## src/rtl/vde_palette_emitter_if.sv

```systemverilog
// ---------------------------------------------------------------------------
// vde_palette_emitter_if
//
// Bundles the three handshake/bus groups of the palette emitter:
//   index stream   : color_valid_i, color_ready_o, color_data_i [COLOR_W]
//   pixel stream   : pixel_valid_o, pixel_ready_i, pixel_data_o [PIXEL_W]
//   palette memory : pixel_mem_addr_o [COLOR_W], pixel_mem_en_o,
//                    pixel_mem_data_i [PIXEL_W]
// Member names carry the direction as seen from the emitter.
//
// Modports:
//   slave  - the emitter (consumes indices, produces pixels, reads palette)
//   master - the environment (index source, pixel sink, palette memory)
// ---------------------------------------------------------------------------
interface vde_palette_emitter_if #(
    parameter int COLOR_W = 8,
    parameter int PIXEL_W = 24
);
    logic               color_valid_i;
    logic               color_ready_o;
    logic [COLOR_W-1:0] color_data_i;

    logic               pixel_valid_o;
    logic               pixel_ready_i;
    logic [PIXEL_W-1:0] pixel_data_o;

    logic [COLOR_W-1:0] pixel_mem_addr_o;
    logic               pixel_mem_en_o;
    logic [PIXEL_W-1:0] pixel_mem_data_i;

    modport slave (
        input  color_valid_i,
        input  color_data_i,
        input  pixel_ready_i,
        input  pixel_mem_data_i,
        output color_ready_o,
        output pixel_valid_o,
        output pixel_data_o,
        output pixel_mem_addr_o,
        output pixel_mem_en_o
    );

    modport master (
        output color_valid_i,
        output color_data_i,
        output pixel_ready_i,
        output pixel_mem_data_i,
        input  color_ready_o,
        input  pixel_valid_o,
        input  pixel_data_o,
        input  pixel_mem_addr_o,
        input  pixel_mem_en_o
    );
endinterface

```

## src/rtl/vde_palette_emitter.sv

```systemverilog
// ---------------------------------------------------------------------------
// vde_palette_emitter
//
// Converts a stream of palette indices into a stream of pixels. Each accepted
// index is presented to an external palette memory with MEM_LAT cycles of read
// latency; the returned word lands in a small output FIFO. A credit counter
// covers both in-flight reads and stored entries, so a read is only issued
// when a FIFO slot is guaranteed for it and the index side never has to
// look at pixel_ready_i.
//
// Parameters:
//   COLOR_W - palette index width (also palette address width)
//   PIXEL_W - pixel / palette word width
//   MEM_LAT - palette read latency in cycles, legal 1..4
//
// Ports:
//   clk_i         - clock, rising edge
//   rstn_i        - asynchronous active-low reset
//   frame_start_i - synchronous flush of everything in flight or stored
//   direct_i      - (VDE_EMITTER_RGB332_EN only) index is an RGB332 colour
//   bus           - vde_palette_emitter_if.slave: index stream, pixel stream,
//                   palette read port
//
// Optional feature, macro VDE_EMITTER_RGB332_EN: adds direct_i. A direct
// entry skips the palette read and expands the 8-bit index as RGB332 into a
// 24-bit pixel, with the same latency and ordering as palette entries. Only
// legal with COLOR_W = 8 and PIXEL_W = 24.
// ---------------------------------------------------------------------------
module vde_palette_emitter #(
    parameter int COLOR_W = 8,
    parameter int PIXEL_W = 24,
    parameter int MEM_LAT = 1
) (
    input  logic                 clk_i,
    input  logic                 rstn_i,
    input  logic                 frame_start_i,
`ifdef VDE_EMITTER_RGB332_EN
    input  logic                 direct_i,
`endif
    vde_palette_emitter_if.slave bus
);

    localparam int DEPTH = MEM_LAT + 2;
    localparam int PTR_W = (DEPTH > 1) ? $clog2(DEPTH) : 1;
    localparam int CNT_W = $clog2(DEPTH + 1);

    function automatic logic [PTR_W-1:0] ptr_inc(input logic [PTR_W-1:0] p);
        if (p == PTR_W'(DEPTH - 1)) begin
            return '0;
        end
        return p + 1'b1;
    endfunction

`ifdef VDE_EMITTER_RGB332_EN
    // Bit replication so that full-scale channel codes map to 0xFF.
    function automatic logic [23:0] rgb332(input logic [7:0] c);
        return {c[7:5], c[7:5], c[7:6],
                c[4:2], c[4:2], c[4:3],
                c[1:0], c[1:0], c[1:0], c[1:0]};
    endfunction
`endif

    // Control state
    logic [CNT_W-1:0]   cnt;        // in-flight reads + FIFO entries
    logic [CNT_W-1:0]   occ;        // FIFO entries only
    logic [PTR_W-1:0]   wr_ptr;
    logic [PTR_W-1:0]   rd_ptr;
    logic [MEM_LAT-1:0] vld_sr;     // one bit per outstanding read slot
    logic               pixel_valid;
    logic [PIXEL_W-1:0] pixel_data;

    // Storage (no reset: every entry is qualified by occ/rd_ptr)
    logic [PIXEL_W-1:0] fifo_mem [DEPTH];

    // Combinational helpers
    logic [COLOR_W-1:0] color_idx;
    logic               ready;
    logic               accept;
    logic               pop;
    logic               push;
    logic [PIXEL_W-1:0] push_data;
    logic [MEM_LAT:0]   vld_ext;
    logic [PTR_W-1:0]   rd_next;
    logic [CNT_W-1:0]   occ_left;
    logic [CNT_W-1:0]   occ_next;
    logic [CNT_W-1:0]   cnt_next;
    logic [PIXEL_W-1:0] head_next;

    assign color_idx = bus.color_data_i;

    // Ready depends only on the credit register and the flush input.
    assign ready  = (cnt < CNT_W'(DEPTH)) && !frame_start_i;
    assign accept = bus.color_valid_i && ready;
    // A pop coinciding with a flush is ignored: the flush wins.
    assign pop    = pixel_valid && bus.pixel_ready_i && !frame_start_i;

    assign bus.color_ready_o    = ready;
    assign bus.pixel_valid_o    = pixel_valid;
    assign bus.pixel_data_o     = pixel_data;
    assign bus.pixel_mem_addr_o = color_idx;

    // Oldest slot of the shift register marks the cycle the read data returns.
    assign vld_ext = {vld_sr, accept};
    assign push    = vld_sr[MEM_LAT-1];

`ifdef VDE_EMITTER_RGB332_EN
    // Direct flag and index ride alongside the valid bits so the RGB332
    // expansion is produced in the same cycle a palette word would land.
    logic [MEM_LAT-1:0]              dir_sr;
    logic [MEM_LAT:0]                dir_ext;
    logic [MEM_LAT-1:0][COLOR_W-1:0] col_sr;
    logic [MEM_LAT:0][COLOR_W-1:0]   col_ext;

    assign dir_ext            = {dir_sr, direct_i};
    assign col_ext            = {col_sr, color_idx};
    assign bus.pixel_mem_en_o = accept && !direct_i;
    assign push_data          = dir_sr[MEM_LAT-1] ? rgb332(col_sr[MEM_LAT-1])
                                                  : bus.pixel_mem_data_i;

    always_ff @(posedge clk_i) begin
        dir_sr <= dir_ext[MEM_LAT-1:0];
        col_sr <= col_ext[MEM_LAT-1:0];
    end
`else
    assign bus.pixel_mem_en_o = accept;
    assign push_data          = bus.pixel_mem_data_i;
`endif

    // Next-state: FIFO occupancy, head register and credits
    always_comb begin
        rd_next   = pop ? ptr_inc(rd_ptr) : rd_ptr;
        occ_left  = occ - CNT_W'(pop);
        occ_next  = occ_left + CNT_W'(push);

        // The head register must already hold the next entry when it becomes
        // visible. If the FIFO would run empty after this pop, the entry
        // being written this cycle (if any) goes straight to the head.
        head_next = pixel_data;
        if (occ_left != '0) begin
            head_next = fifo_mem[rd_next];
        end else if (push) begin
            head_next = push_data;
        end

        cnt_next = cnt;
        if (accept && !pop) begin
            cnt_next = cnt + 1'b1;
        end else if (!accept && pop) begin
            cnt_next = cnt - 1'b1;
        end
    end

    // Registered control and output stage
    always_ff @(posedge clk_i or negedge rstn_i) begin
        if (!rstn_i) begin
            cnt         <= '0;
            occ         <= '0;
            wr_ptr      <= '0;
            rd_ptr      <= '0;
            vld_sr      <= '0;
            pixel_valid <= 1'b0;
            pixel_data  <= '0;
        end else if (frame_start_i) begin
            cnt         <= '0;
            occ         <= '0;
            wr_ptr      <= '0;
            rd_ptr      <= '0;
            vld_sr      <= '0;
            pixel_valid <= 1'b0;
        end else begin
            cnt         <= cnt_next;
            occ         <= occ_next;
            vld_sr      <= vld_ext[MEM_LAT-1:0];
            rd_ptr      <= rd_next;
            if (push) begin
                wr_ptr  <= ptr_inc(wr_ptr);
            end
            pixel_valid <= (occ_next != '0);
            pixel_data  <= head_next;
        end
    end

    // FIFO storage write; credits guarantee a free slot for every push.
    always_ff @(posedge clk_i) begin
        if (push && !frame_start_i) begin
            fifo_mem[wr_ptr] <= push_data;
        end
    end

endmodule

```

## src/flat_wrapper.sv

```systemverilog
// flat-port wrapper written by rule: the top's interface ports become plain ports
module vde_palette_emitter_flat 
#(
    parameter int COLOR_W = 8,
    parameter int PIXEL_W = 24,
    parameter int MEM_LAT = 1
)
  (clk_i, rstn_i, frame_start_i, bus_color_valid_i, bus_color_data_i, bus_pixel_ready_i, bus_pixel_mem_data_i, bus_color_ready_o, bus_pixel_valid_o, bus_pixel_data_o, bus_pixel_mem_addr_o, bus_pixel_mem_en_o);
  vde_palette_emitter_if #(.COLOR_W(COLOR_W), .PIXEL_W(PIXEL_W)) bus_i ();
  input  logic clk_i;
  input  logic rstn_i;
  input  logic frame_start_i;
  input wire logic [$bits(bus_i.color_valid_i)-1:0] bus_color_valid_i;
  input wire logic [$bits(bus_i.color_data_i)-1:0] bus_color_data_i;
  input wire logic [$bits(bus_i.pixel_ready_i)-1:0] bus_pixel_ready_i;
  input wire logic [$bits(bus_i.pixel_mem_data_i)-1:0] bus_pixel_mem_data_i;
  output wire logic [$bits(bus_i.color_ready_o)-1:0] bus_color_ready_o;
  output wire logic [$bits(bus_i.pixel_valid_o)-1:0] bus_pixel_valid_o;
  output wire logic [$bits(bus_i.pixel_data_o)-1:0] bus_pixel_data_o;
  output wire logic [$bits(bus_i.pixel_mem_addr_o)-1:0] bus_pixel_mem_addr_o;
  output wire logic [$bits(bus_i.pixel_mem_en_o)-1:0] bus_pixel_mem_en_o;
  assign bus_i.color_valid_i = bus_color_valid_i;
  assign bus_i.color_data_i = bus_color_data_i;
  assign bus_i.pixel_ready_i = bus_pixel_ready_i;
  assign bus_i.pixel_mem_data_i = bus_pixel_mem_data_i;
  assign bus_color_ready_o = bus_i.color_ready_o;
  assign bus_pixel_valid_o = bus_i.pixel_valid_o;
  assign bus_pixel_data_o = bus_i.pixel_data_o;
  assign bus_pixel_mem_addr_o = bus_i.pixel_mem_addr_o;
  assign bus_pixel_mem_en_o = bus_i.pixel_mem_en_o;
  vde_palette_emitter #(.COLOR_W(COLOR_W), .PIXEL_W(PIXEL_W), .MEM_LAT(MEM_LAT)) u_core (.clk_i(clk_i), .rstn_i(rstn_i), .frame_start_i(frame_start_i), .bus(bus_i));
endmodule
```

## config.mk

```make
export PLATFORM = sky130hd
export DESIGN_NAME = vde_palette_emitter_flat
export DESIGN_NICKNAME = d
export VERILOG_FILES = /design/src/rtl/vde_palette_emitter_if.sv /design/src/rtl/vde_palette_emitter.sv /design/src/flat_wrapper.sv
export SDC_FILE = /design/constraint.sdc
export NUM_CORES = 1
export LEC_CHECK = 0
export ABC_AREA = 1
export CAP_MARGIN = 20
export CORE_MARGIN = 2
export CORE_UTILIZATION = 50
export DETAILED_ROUTE_END_ITERATION = 10
export DONT_BUFFER_PORTS = 1
export MAX_ROUTING_LAYER = met4
export SYNTH_ARGS = -nofsm -noshare
export SYNTH_HDL_FRONTEND = slang
export SYNTH_SLANG_ARGS = --single-unit
```

## constraint.sdc

```tcl
create_clock -name clk_i -period 3.55 [get_ports clk_i]
set_input_delay 0.8875 -clock clk_i [delete_from_list [all_inputs] [get_ports clk_i]]
set_output_delay 0.8875 -clock clk_i [all_outputs]
set_load 0.02 [all_outputs]
```

Yosys cells after proc, flatten, opt, wreduce, memory -nomap -nowiden. Memory sizes are Yosys's and may differ from the RTL's. Index checks and enable logic that the tools add are counted.

Output and inout bits: 35. Bits in writable memories: 72. Bits of input ports: 37. Bits in registers: 34. Memories kept: 1.

Memories: u_core.fifo_mem (depth 3, bits a word 24, read ports 1, clocked after memory_dff 0, wr ports 1, line vde_palette_emitter.sv:73) `logic [PIXEL_W-1:0] fifo_mem [DEPTH];`.

Magnitude comparators: 1. Add/subtract/negate cells: 6. Equality and inequality tests: 2. Muxes and demuxes: 22. Reduce and logical (&&, ||, !) cells: 16. Bitwise operators: 1.

Operator list (count): $mux 24 (2); $mux 2 (12); $mux 1 (8); $reduce_bool 2->1 (4); $logic_and 1x1->1 (7); $add 2x1->2 const B (3); $eq 2x2->1 const B (2); $logic_not 1->1 (3); $reduce_bool 3->1 (1); $add 2x1->2 (1); $lt 2x2->1 const B (1); $reduce_and 2->1 (1); $sub 2x1->2 (1); $sub 2x1->2 const B (1); $not 1->1 (1).

Logic depth before layout (Yosys ltp). Gate-level depths: netlist of the first run.

Depth in word-level cells: 8. Depth in mapped cells: 11.

Least setup slack after synthesis of the first run. No wires, ideal clock.

Path kind: in2reg. From: in frame_start_i. To: mem u_core.fifo_mem[2][0] (enable). Stages: 5. Data required time: 3.115 ns. Arrival time: 3.019 ns. Path slack: 0.096 ns. Cells stage by stage: buf_6 -> inv_2 -> buf_6 -> nand2_1 -> nor3_1.

Word-level cells in the longest chain between the ends: 4.

RTL lines: start: declaration (line flat_wrapper.sv:12) `input logic frame_start_i;`; $logic_not 1->1 (line vde_palette_emitter.sv:185) `if (push && !frame_start_i) begin`; $logic_and 1x1->1 (line vde_palette_emitter.sv:185); $mux 1 (line vde_palette_emitter.sv:185); $mux 1 (implied by the code) (line vde_palette_emitter.sv:186) `fifo_mem[wr_ptr] <= push_data;`; end: declaration (line vde_palette_emitter.sv:73).

No other way between the ends.

Final worst setup path of the first run.
From: reg u_core.pixel_valid, in the netlist u_core.bus.pixel_valid_o. To: reg u_core.pixel_data[22], in the netlist u_core.bus.pixel_data_o[22].

Word-level cells in the longest chain between the ends: 6. Elaborated cells on any way between the ends: 9. Classes of those cells: add/sub: 1; mux: 2; reduce/logical: 5; memory: 1.

RTL lines: start: declaration (line vde_palette_emitter.sv:69) `logic pixel_valid;`; start signal: assignment (line vde_palette_emitter.sv:178) `pixel_valid <= (occ_next != '0);`; $logic_and 1x1->1 (*) (2 in series) (line vde_palette_emitter.sv:95) `assign pop = pixel_valid && bus.pixel_ready_i && !frame_start_i;`; $sub 2x1->2 (line vde_palette_emitter.sv:132) `occ_left = occ - CNT_W'(pop);`; $reduce_bool 2->1 (line vde_palette_emitter.sv:139) `if (occ_left != '0) begin`; $reduce_bool 2->1 (no source line); $reduce_and 2->1 (no source line); end signal: assignment (line vde_palette_emitter.sv:179) `pixel_data <= head_next;`; end: declaration (line vde_palette_emitter.sv:70) `logic [PIXEL_W-1:0] pixel_data;`.

Mark *: on every way between the ends. The rest lies on a longest branch, timed or not. A chain may end at the register's enable or synchronous reset.

==> flow_summary.toml, run 1 <==
[run_status]
status = "complete, no violations"

[global_route]
grt_overflow_total = 0
grt_antenna_before_repair = 0
grt_max_degree = 40
grt.total_usage = 0.202
grt_pass1_vias = 3239
grt_pass1_wl_um = 16400

[drt]
first_iter_violations = 155
ant_nets = 0
drcViolationCount = 0
routedWlPerCell_um = 15.5
wl_um = 10100
dr.pass1.iters = 4
viasPerCell = 4.98
vias = 3255

[clock_tree]
worstSkewPairLatency_ns = 0.37
ctsHoldBuffers = 0
cts_setup_buffers = 0
clk_pin_slew_ns = 0.11
cts.sinks = 106
htree_levels = 3
cts_buffers = 9
cts_tree = "done"
clk_path_buf_depth = 2
clock-root-buffer = "clkbuf_8"
cts_resized = 0

[placed_design]
finalWeightedCongestion = 0.744
io_buffers = 0
dpl.hpwl_um = 5800

[setup_path]
path_max_fanout = 39
crit_path_end_kind = "flip-flop"
worstPathRequired_ns = 3.81
start_kind = "flip-flop"
cp.arrival_ns = 2.61
path_class = "reg2reg"

[power]
ir_drop_uv = 293
leakage_nw = 2.43
power_density_nw_per_um2 = 610
finalPower_mw = 3.14

[finish]
areaGrowthSynthToFinish_pct = 3.94
antenna_cells = 0
fillers = 870
nNetsFinal = 554
drive_above_1_share = 0.0788

[sta]
rsz0062_at_grt = "no"
finalSetupViolCount = 0
report.final.slew_viol_count = 0
fmax_mhz = 426
worst_pin_slew_ns = 0.751
finalHoldViolCount = 0
fin_setup_tns_ns = 0
skew_ns = 0.0142
timing.final.crit_share = 0.661
fin_crit_ns = 2.35
slew_headroom = 0.499

[synthesis]
synth-seq-cells = 106
synthAdderAreaFrac = 0.00505
yosysMostFrequentCell = "nand2_1"
synth_nets = 567
synth_xor_xnor_area_share = 0.00505
ys_top_cells_by_count = "157 x nand2_1, 81 x inv_1, 78 x nand3_1, 72 x edfxtp_1, 47 x nor2_1"
yosys.area.top_type = "edfxtp_1"
synth_top_family_by_area = "simple AND/OR/NAND/NOR gates"
synthCells = 528
synthArstFlopShare = 0.321
synth-simple-area-share = 0.261
synth_compound_area_frac = 0.0114
synth_flop_cell = "edfxtp_1"
yosysTopAreaCellShare = 0.436
syn_area_um2 = 4960
syn_area_per_cell_um2 = 9.39
synth_top_cells_by_area = "edfxtp_1 44%, dfrtp_1 17%, nand2_1 12%"
synth_cell_types = 29
yosysSeqAreaShare = 0.607
synthMuxAreaShare = 0.00227
yosys_warnings = 0
synth_edf_count = 72

[floorplan]
start_util = 0.512
die-width_um = 104
std_cell_rows = 36
num_io_pins = 72
dieArea_um2 = 10700
coreArea_um2 = 9680
die_h_um = 104

[run]
maxCapViolCount = 0

[min_path]
min_path_type = "in2async"
==> per-stage QoR <==
| stage | cell area [um^2] | worst slack, ns | cells | hold slack (ns) | util |
|---|---|---|---|---|---|
| after global routing | 5150 | 1.01 | 653 | 0.180 | 0.532 |
| after CTS | 5150 | 1.16 | 653 | 0.187 | 0.532 |
| after floorplan | 4960 | 0.0956 | 528 | 0.502 | - |
| final | 5150 | 1.20 | 653 | 0.202 | 0.532 |
| after detailed placement | 4990 | 0.895 | 637 | 0.534 | 0.515 |
| after global placement | 4990 | 0.962 | 637 | 0.527 | 0.515 |
==> registers in the layout (all words and copies together) (netlist names) <==
signal	cells
u_core.push	1
u_core.rd_ptr	2
u_core.cnt	2
u_core.bus.pixel_data_o	24
u_core.fifo_mem	72
u_core.wr_ptr	2
u_core.occ	2
u_core.bus.pixel_valid_o	1
==> path summary, 6_finish.rpt <==
check	startpoint	endpoint	slack [ns]	cells past startpoint
worst max-delay path	u_core.bus.pixel_valid_o	u_core.bus.pixel_data_o[22]	1.20	10
worst min-delay path	rstn_i	u_core.bus.pixel_data_o[16]	0.20	0
worst max register to register	u_core.bus.pixel_valid_o	u_core.bus.pixel_data_o[22]	1.20	10
worst min register to register	u_core.cnt[1]	u_core.cnt[1]	0.55	2
max in group asynchronous	rstn_i	u_core.occ[0]	3.26	0
min in group clk_i	u_core.cnt[1]	u_core.cnt[1]	0.55	2
==> routing by layer <==
metal | vias up | wire length, um | track usage
met2 | 87 | 4880 | 0.326
met1 | 1527 | 4530 | 0.256
met3 | 15 | 577 | 0.0371
li1 | 1626 | - | -
met4 | 0 | 124 | 0.0801
met5 | - | 0 | -
==> cell type report <==
cell class / instances / area (um^2) / area share
inverter: 83 / 312 / 0.0604
clock buffer: 11 / 131 / 0.0255
multi-input combinational: 308 / 1420 / 0.276
sequential: 106 / 3010 / 0.584
tap: 133 / 166 / 0.0323
timing repair buffer: 7 / 77.6 / 0.0150
clock inverter: 5 / 32.5 / 0.00631
==> cells in the final DEF, fill, tap and decap left out, types with 2 or more instances in the layout <==
cell / count
inv_2: 2
clkbuf_8: 9
nand2_1: 157
inv_1: 81
nand2_2: 2
a21oi_1: 2
edfxtp_1: 72
clkinv_2: 3
o22ai_1: 2
nand2_4: 6
nor2_2: 2
nand3_1: 78
clkbuf_1: 2
clkinv_4: 2
buf_12: 2
ha_1: 2
nor2_1: 45
dfrtp_1: 34
buf_4: 5
==> where the power goes <==
group          internal, mW  total (mW)  switching [mW]
clock network         0.255       0.650           0.395
logic                 0.247       0.719           0.472
registers              1.49        1.77           0.284
==> worst max-delay path, stage by stage, from the launching register on <==
cell	delay (ns)
dfrtp_1	0.55
nand2_2	0.14
nor2_8	0.15
ha_1	0.21
xnor2_2	0.15
nand2_2	0.28
o21ai_4	0.31
buf_12	0.25
nor2_1	0.06
nand2_1	0.07
nand2_1	0.06
==> logic make-up after synthesis <==
group / count (synthesis)
adder cells (fa/ha/maj): 2
flip-flops: 106
AO/OA/AOI/OAI: 8
buffers and inverters: 114
XOR/XNOR: 2
AND/OR/NAND/NOR: 295
multiplexers: 1
No activity file was read; power rests on OpenSTA's default activity.
==> inputs of run 2 (changes only) <==
Settings changed: PLACE_DENSITY set to 0.68.
Clock period 3.55 ns to 2 ns, I/O delays scaled along.
==> flow_summary.toml, run 2 (same netlist as run 1, synthesis figures left out) <==
[min_path]
min_to = "u_core.rd_ptr[1]"
min_path_type = "in2reg"
holdCritStartpoint = "frame_start_i"
hold_depth = 1

[sta]
finalHoldViolCount = 0
fin_crit_ns = 1.77
slew_headroom = 0.716
holdWs_ns = 0.169
rsz0062_at_grt = "no"
worst_pin_slew_ns = 0.426
report.final.slew_viol_count = 0
fmax_mhz = 564
skew_ns = 0.00933
fin_setup_tns_ns = 0
timing.final.crit_share = 0.887
worst_slack_ns = 0.226
finalSetupViolCount = 0

[clock_tree]
clk_pin_slew_ns = 0.10
worstSkewPairLatency_ns = 0.38
clk_path_buf_depth = 2
cts.sinks = 106
cts_resized = 0
clock-root-buffer = "clkbuf_8"
htree_levels = 3
cts_buffers = 9
cts_tree = "done"

[finish]
regMostFlops = "u_core.fifo_mem"
mostFrequentLayoutCells = "156 x nand2_1, 81 x inv_1, 78 x nand3_1, 72 x edfxtp_1, 45 x nor2_1"
final_core_util = 0.549
areaGrowthSynthToFinish_pct = 7.16
final_common_cell = "nand2_1"
nNetsFinal = 566
drive_above_1_share = 0.102
antenna_cells = 0
largest_register_ffs = 72

[global_route]
grt.total_usage = 0.208
grt_overflow_total = 0
grt_antenna_before_repair = 0
grt_pass1_wl_um = 17000
grt_pass1_vias = 3282
grt_max_degree = 35

[drt]
vias = 3312
ant_nets = 0
viasPerCell = 4.98
drcViolationCount = 0
wl_um = 10200
dr.pass1.iters = 5
first_iter_violations = 222
routedWlPerCell_um = 15.4

[setup_path]
cp.arrival_ns = 2.04
r2r_start = "u_core.bus.pixel_valid_o"
rrSetupSlack_ns = 0.23
ff2ff_path_depth = 10
crit_path_end_kind = "flip-flop"
path_max_fanout = 26
start_kind = "flip-flop"
path_class = "reg2reg"
r2r_end = "u_core.bus.pixel_data_o[0]"
worstPathRequired_ns = 2.27

[floorplan]
die-width_um = 104
num_io_pins = 72
die_h_um = 104
dieArea_um2 = 10700
start_util = 0.512
coreArea_um2 = 9680
std_cell_rows = 36

[run_status]
status = "complete, no violations"

[placed_design]
io_buffers = 0
pre_cts_ws_ns = 0.153
dpl.hpwl_um = 6410
finalWeightedCongestion = 0.796

[power]
power_density_nw_per_um2 = 1100
leakage_nw = 2.52
ir_drop_uv = 540
finalPower_mw = 5.85

[run]
maxCapViolCount = 0
run 2: changes by cell type in the layout (fill, tap and decap cells not counted), sizes merged:
cell / delta
buf: +11
bufinv: +1
clkbuf: -2
clkinv: -1
clkinvlp: +1
dlygate4sd3: +1
inv: +1
run 2: power by group:
group | switching, mW | internal [mW]
registers | 0.503 | 2.64
logic | 0.879 | 0.495
clock network | 0.749 | 0.577
run 2: cell type report:
cell class | count | area (um^2)
flip-flops and latches | 106 | 3010
clock buffers | 9 | 124
clock inverters | 7 | 68.8
repair buffers | 19 | 195
well taps | 133 | 166
multi-input cells | 308 | 1440
fillers | 849 | 4370
inverters | 83 | 312
run 2: layer usage:
metal  up-vias  track usage  share of wire  wire length (um)
met5         -            -              0                 0
met4         0       0.0685          0.014               140
met3        13       0.0434          0.044               446
met2        63        0.335           0.49              5020
met1      1589        0.266           0.45              4630
li1       1647            -              -                 -
run 2: metrics by stage:
step,instances,instance area (um^2)
finish,665,5320
global route,665,5320
CTS,665,5320
detailed placement,647,5090
global placement,647,5090
floorplan,528,4980
run 2: worst max path at each step:
stage / start / end / slack [ns] / depth (start not counted)
after floorplan: frame_start_i / u_core.fifo_mem[0][0] / 0.006 / 5
after global placement: bus_pixel_ready_i / u_core.bus.pixel_data_o[0] / 0.18 / 10
after detailed placement: bus_pixel_ready_i / u_core.bus.pixel_data_o[0] / 0.15 / 10
after CTS: u_core.bus.pixel_valid_o / u_core.bus.pixel_data_o[0] / 0.23 / 10
after global routing: u_core.bus.pixel_valid_o / u_core.bus.pixel_data_o[1] / 0.10 / 10
final: u_core.bus.pixel_valid_o / u_core.bus.pixel_data_o[0] / 0.23 / 10
run 2: repair_timing:
item	CTS	global route
hold endpoints to repair	34	0
setup endpoints to repair	0	0
setup buffers	0	0
hold buffers	2	0
run 2: worst max-delay path, cell delays in order, from the launching register on:
cell and delay, ns:
dfrtp_1 0.40, nand2_2 0.12, nor2_8 0.04, ha_1 0.20
xnor2_2 0.20, nand2_2 0.11, o21ai_4 0.20, buf_12 0.20
nor2_1 0.05, nand2_1 0.08, nand2_1 0.06
